## config.mk

```make
export PLATFORM = sky130hd
export DESIGN_NAME = hamming_rx_decoder
export DESIGN_NICKNAME = d
export VERILOG_FILES = /design/src/rtl/hamming_rx_decoder.sv
export SDC_FILE = /design/constraint.sdc
export NUM_CORES = 1
export LEC_CHECK = 0
export ABC_AREA = 1
export CAP_MARGIN = 30
export CORE_ASPECT_RATIO = 0.9
export CORE_UTILIZATION = 54
export DETAILED_ROUTE_END_ITERATION = 6
export PLACE_DENSITY = 0.78
export SLEW_MARGIN = 15
export SYNTH_ARGS = -nofsm -noshare
export SYNTH_HDL_FRONTEND = slang
export SYNTH_SLANG_ARGS = --single-unit
export TNS_END_PERCENT = 5
```

## constraint.sdc

```tcl
create_clock -name clk -period 2.9 [get_ports clk]
set_input_delay 0.435 -clock clk [delete_from_list [all_inputs] [get_ports clk]]
set_output_delay 0.435 -clock clk [all_outputs]
set_load 0.01 [all_outputs]
```

## src/rtl/hamming_rx_decoder.sv

```systemverilog
// hamming_rx_decoder
//   Serial receive end of the strobed Hamming(7,4) link. Collects c1..c7
//   (c1 first), computes the syndrome {s4,s2,s1}, flips the bit that the
//   syndrome points at and presents the corrected word, data and status.
//   Single-error correction only: double errors are miscorrected.
//   Optional feature: define HAMMING_STATS_EN to add the saturating
//   err_count output that counts corrected frames.

module hamming_rx_decoder #(
    parameter int TIMEOUT = 16
`ifdef HAMMING_STATS_EN
    ,
    parameter int CNT_W   = 8
`endif
) (
    input  logic             clk,
    input  logic             rst,
    input  logic             data_line,
    input  logic             strobe,
    output logic [1:7]       code_out,
    output logic [1:4]       data_out,
    output logic [2:0]       syndrome,
    output logic             valid,
    output logic             err_corrected,
    output logic             frame_err
`ifdef HAMMING_STATS_EN
    ,
    output logic [CNT_W-1:0] err_count
`endif
);

    localparam int TW = $clog2(TIMEOUT + 1);

    localparam logic [1:0] IDLE   = 2'd0;
    localparam logic [1:0] SHIFT  = 2'd1;
    localparam logic [1:0] DECODE = 2'd2;

    logic [1:0]    state;
    logic [2:0]    cnt;
    logic [1:6]    sr;
    logic [TW-1:0] tcnt;

    logic [1:7]    word_nx;
    logic [2:0]    syn_nx;
    logic [1:7]    flip_mask;
    logic [1:7]    fixed_nx;
    logic          last_bit;

    // Decode the word as it will be once the incoming bit lands in c7, so
    // the registered result is visible in the cycle right after c7.
    always_comb begin
        word_nx   = {sr, data_line};
        syn_nx[0] = word_nx[1] ^ word_nx[3] ^ word_nx[5] ^ word_nx[7];
        syn_nx[1] = word_nx[2] ^ word_nx[3] ^ word_nx[6] ^ word_nx[7];
        syn_nx[2] = word_nx[4] ^ word_nx[5] ^ word_nx[6] ^ word_nx[7];
        flip_mask = '0;
        if (syn_nx != 3'd0) begin
            flip_mask = 7'b1000000 >> (syn_nx - 3'd1);
        end
        fixed_nx  = word_nx ^ flip_mask;
        last_bit  = (state == SHIFT) && strobe && (cnt == 3'd6);
    end

    // Frame assembly FSM, timeout handling and registered decode outputs.
    always_ff @(posedge clk or posedge rst) begin
        if (rst) begin
            state         <= IDLE;
            cnt           <= '0;
            sr            <= '0;
            tcnt          <= '0;
            code_out      <= '0;
            data_out      <= '0;
            syndrome      <= '0;
            valid         <= 1'b0;
            err_corrected <= 1'b0;
            frame_err     <= 1'b0;
        end else begin
            valid         <= 1'b0;
            err_corrected <= 1'b0;
            frame_err     <= 1'b0;
            case (state)
                // DECODE behaves like IDLE so a strobe there starts the next frame.
                IDLE, DECODE: begin
                    tcnt <= '0;
                    if (strobe) begin
                        sr[1] <= data_line;
                        cnt   <= 3'd1;
                        state <= SHIFT;
                    end else begin
                        cnt   <= '0;
                        state <= IDLE;
                    end
                end
                SHIFT: begin
                    if (strobe) begin
                        tcnt <= '0;
                        if (last_bit) begin
                            code_out      <= fixed_nx;
                            data_out      <= {fixed_nx[3], fixed_nx[5], fixed_nx[6], fixed_nx[7]};
                            syndrome      <= syn_nx;
                            err_corrected <= (syn_nx != 3'd0);
                            valid         <= 1'b1;
                            cnt           <= 3'd7;
                            state         <= DECODE;
                        end else begin
                            sr[cnt + 3'd1] <= data_line;
                            cnt            <= cnt + 3'd1;
                        end
                    end else if (tcnt == TW'(TIMEOUT - 1)) begin
                        frame_err <= 1'b1;
                        cnt       <= '0;
                        tcnt      <= '0;
                        state     <= IDLE;
                    end else begin
                        tcnt <= tcnt + TW'(1);
                    end
                end
                default: begin
                    cnt   <= '0;
                    tcnt  <= '0;
                    state <= IDLE;
                end
            endcase
        end
    end

`ifdef HAMMING_STATS_EN
    // Saturating count of frames that needed a correction.
    always_ff @(posedge clk or posedge rst) begin
        if (rst) begin
            err_count <= '0;
        end else if (last_bit && (syn_nx != 3'd0) && (err_count != '1)) begin
            err_count <= err_count + CNT_W'(1);
        end
    end
`endif

endmodule

```

# Word level (Yosys, flattened, before mapping)
# Index checks and enable logic that the tools add are counted.
totals:
  reg_bits: 33
  output_inout_bits: 17
  elab_cells: 79
op_classes:
  add_sub_neg: 3
  n_lt_le_gt_ge: 2
  eq_ne: 9
  shifts: 1
  n_mux: 30
  n_bitwise: 12
  reduce_logical: 11
ops:
  columns: ["cell", "n"]
  rows:
  - ["$mux 5", 3]
  - ["$mux 1", 13]
  - ["$mux 6", 2]
  - ["$mux 3", 3]
  - ["$xor 1x1->1", 9]
  - ["$mux 7", 1]
  - ["$shr 7x3->7 const A", 1]
  - ["$xor 7x7->7", 1]
  - ["$bwmux 6", 1]
  - ["$mux 2", 3]
  - ["$ne 2x2->1 const B", 3]
  - ["$pmux 3 s2", 1]
  - ["$reduce_and 3->1", 2]
  - ["$add 5x1->5 const B", 1]
  - ["$eq 5x4->1 const B", 1]
  - ["$ge 4x4->1 const B", 1]
  - ["$lt 4x1->1 const B", 1]
  - ["$not 3->4", 1]
  - ["$pmux 2 s2", 1]
  - ["$reduce_and 4->1", 1]
  - ["$add 3x1->3 const B", 1]
  - ["$demux 1 s3", 1]
  - ["$eq 3x3->1 const B", 1]
  - ["$logic_and 1x1->1", 3]
  - ["12 further kinds", 12]

# Logic depth before layout (Yosys ltp)
logic_depth:
  word_depth: 10
  mapped_depth: 14
  mapped_depth_nobuf: 14

# Worst setup path after synthesis
# Ideal clock, no wire load.
synth_timing:
  path_type: "register to register"
  from: "reg sr[5] in the netlist's numbering"
  to: "reg code_out[1] in the netlist's numbering"
  arrival_time_ps: 1891
  t_required_ps: 2783
  slack_ps: 892
  stages_incl_launch_ff: 12
  path_buffers: 1
  path_cell_list: "dfrtp_1 buf_2 xnor2_1 xor2_1 xor2_1 inv_1 ha_1 inv_1 nor2_1 nand4_1 nand3_1 nand2_1"
synth_via:
  elab_chain_len: 7
synth_lines:
  columns: ["element", "line_no", "text"]
  rows:
  - ["from (decl)", "40", "logic [1:6] sr;"]
  - ["from (signal, indexed assignment)", "106", "sr[cnt + 3'd1] <= data_line;"]
  - ["$xor 1x1->1 (3 in a row)", "55", "syn_nx[2] = word_nx[4] ^ word_nx[5] ^ word_nx[6] ^ word_nx[7];"]
  - ["$sub 3x1->3", "58", "flip_mask = 7'b1000000 >> (syn_nx - 3'd1);"]
  - ["$shr 7x3->7", "58", null]
  - ["$mux 7 *", "57", "if (syn_nx != 3'd0) begin"]
  - ["$xor 7x7->7 *", "60", "fixed_nx = word_nx ^ flip_mask;"]
  - ["to (signal assigned)", "98", "code_out <= fixed_nx;"]
  - ["to (decl)", "20", "output logic [1:7] code_out,"]
# Every way passes the cells marked *; elsewhere a longest branch is shown, timed or not.
# A chain may end at the register's enable or synchronous reset.

# Worst setup path in the final report
layout_timing:
  from: "in data_line"
  to: "reg code_out[3] in the netlist's numbering"
layout_via:
  elab_chain_len: 5
layout_lines:
  columns: ["element", "line_no", "text"]
  rows:
  - ["from (decl)", "18", "input logic data_line,"]
  - ["$xor 1x1->1 (on tied branches)", "53, 54, 55", null]
  - ["$sub 3x1->3", "58", null]
  - ["$shr 7x3->7", "58", null]
  - ["$mux 7 *", "57", null]
  - ["$xor 7x7->7 *", "60", null]
# Marked as above.

==> metrics.txt <==
GRT Total Usage 23.5%; clock sinks 29; register area 726 um^2; EDFF count, synth 0; clk_lat worst skew between 0.3 and 0.4 ns; ratio of cells with drive above 1 in the final layout 14.2%; via count between 1000 and 1500; row cnt 18; sum of negative setup slack 0 ns; Setup WS pre-CTS about 0.23 ns; largest net degree at the start of global routing 20; # diodes 0; WL per Instance 12.2 um; Mapped Cells 195; YS warnings 0; CTS resizes 0; count of buffers from port buffering 20; Overflow after GRT 0; CTS Root Cell clkbuf_4; NumNets Final 226; initial antenna violation count 0; number of buffers created by CTS 5; Peak supply drop 705 uV; outcome finished clean; RSZ-0062 raised after global routing false; die area 3220 um^2; power density over cell area 1080 nW/um^2; Max Cap Viol 0; Hold WC Path Type register to register; Worst Path Class, Setup input port to register; Final Hold Vio Count 0; DPL Wire Length 2420 um; CTS tree built; CP arrival 2.57 ns; register area share after synthesis between 40% and 50%; Synth-to-Final Area Change 16.2%; synthesized flop and latch total 29; residual DRC count 0; minimum clock period after layout 2.36 ns; RePlAce Congestion 0.858; Cell variety after synth 25; total power approximately 2 mW; Fmax between 400 and 500 MHz; Leak Pwr 0.960 nW; Worst Path Required 3.12 ns; setup violators final 0; CP Launch Type input port; Multi-input gate area ~760 um^2; deepest clock path buffer count 2; # H-tree levels 2; fin util 67.4%; DRT Pass-1 Iters 4; Period Utilization, post-route 81.4%; Avg Inst Size Synth 8.31 um^2; Initial DRC Count 70; Max FO, Critical Path 10; ys flop type dfrtp_1; Die Y approximately 54 um; Clock transition at path regs ~0.08 ns; global-route wire length before repair 5400 um; # hold bufs at CTS 0; io pins 21; fin worst setup slack 0.540 ns; Layout fillers 256; Starting Density 58.0%; Slew HR 52.0%; Final ANT Viol Nets 0; async set or reset register ratio after synthesis between 90% and 100%; Die Wd about 60 um; Via density 5.13; vias in the first global route 1231; Worst Setup End Kind register; DRT Wirelength roughly 3100 um; Core Region 2790 um^2; worst clock skew between 0.009 and 0.01 ns; Post CTS Setup Buffer Count 0; syn nets between 200 and 250; final slew viol count 0; synthesized area 1620 um^2; Tightest Pin Transition 0.719 ns
## critical path, cell delays in order
cell and delay, ns:
clkdlybuf4s50_1 0.57, inv_2 0.14, nand2_4 0.10, nand2_4 0.06, inv_1 0.06, nand2_2 0.07, nand2_4 0.12, nor2_4 0.05
ha_1 0.30, inv_1 0.05, nor2_1 0.31, nand4_1 0.14, nand3_1 0.12, nand2_1 0.05
## metrics by stage
step	hold slack, ns	cell area, um^2	std cells
after floorplan	0.433	1620	195
after global placement	0.443	1830	250
after detailed placement	0.458	1830	250
after CTS	0.469	1880	258
after global routing	0.488	1880	258
final	0.462	1880	258
## report_power, final
group          leakage, nW  internal [mW]  switching [mW]
combinational        0.538          0.432           0.748
sequential           0.391          0.511           0.116
clock               0.0320         0.0921           0.133
total                0.960           1.03           0.997
## cell usage in the layout, fill, tap and decap left out
master / n
clkbuf_1: 1
ha_1: 5
clkinv_2: 2
buf_4: 1
nand2_4: 5
nand2_1: 46
xnor2_1: 3
o22ai_1: 2
inv_1: 17
xor2_1: 4
dfrtp_1: 29
clkbuf_4: 5
nor2_1: 18
o221ai_1: 1
nand3_1: 21
nor2_2: 1
nand2_2: 5
inv_2: 6
o21ai_1: 6
nand4_1: 9
or2_2: 1
o21ai_0: 4
nor2_4: 3
inv_4: 1
nor2_8: 1
a21oi_1: 1
clkdlybuf4s50_1: 20
## metal layers
| metal | up-vias | track usage, % | routed length (um) | share of wire (%) |
|---|---|---|---|---|
| li1 | 666 | - | - | - |
| met1 | 608 | 30.3 | 1490 | 47 |
| met3 | 5 | 6.49 | 183 | 5.8 |
| met5 | - | 0 | 0 | 0 |
| met2 | 45 | 38.0 | 1440 | 46 |
| met4 | 0 | 8.14 | 31 | 0.99 |
## layout make-up
cell class | count | share of cell area (%)
multi-input cells | 136 | 40.1
flip-flops and latches | 29 | 38.5
inverters | 24 | 4.92
repair buffers | 21 | 11.0
clock inverters | 2 | 0.532
well taps | 40 | 2.66
clock buffers | 6 | 2.19
## synthesized netlist by cell type (2+ instances only)
cell type	number	area [um^2]
nand2_1	46	173
o21ai_0	4	20.0
nor2_4	3	33.8
nand2_4	5	56.3
o21ai_1	6	30.0
nor2_1	18	67.6
xor2_1	4	35.0
nand3_1	21	105
inv_1	17	63.8
inv_2	6	22.5
o22ai_1	2	12.5
nand4_1	9	56.3
nand2_2	5	31.3
ha_1	5	62.6
xnor2_1	3	26.3
buf_4	4	30.0
dfrtp_1	29	726
## worst paths after layout
kind | from | slack, ns | cells past startpoint | to
min reg2reg | tcnt[0]$_DFF_PP0_ | 0.46 | 1 | tcnt[0]$_DFF_PP0_
max | data_line | 0.54 | 14 | code_out[3]$_DFFE_PP0P_
max reg2reg | sr[5]$_DFFE_PP0P_ | 0.59 | 10 | code_out[3]$_DFFE_PP0P_
max in group asynchronous | rst | 1.74 | 3 | syndrome[2]$_DFFE_PP0P_
min in group asynchronous | rst | 0.53 | 2 | state[1]$_DFFE_PP0P_
min | tcnt[0]$_DFF_PP0_ | 0.46 | 1 | tcnt[0]$_DFF_PP0_
## registers in the layout, indices dropped and copies added, names as in the netlist
register / flops
cnt: 3
code_out: 7
err_corrected: 1
frame_err: 1
sr: 6
state: 2
syndrome: 3
tcnt: 5
valid: 1
## logic make-up (layout without fill, tap and decap cells)
kind of cell             after synthesis  count (layout)  share of synthesized area (%)
AO/OA/AOI/OAI                         14              14                           4.71
XOR/XNOR                               7               7                           3.78
adder cells (fa/ha/maj)                5               5                           3.86
buffers and inverters                 30              53                           8.57
flip-flops                            29              29                           44.8
AND/OR/NAND/NOR                      110             110                           34.3
No activity file was read; power rests on OpenSTA's default activity.
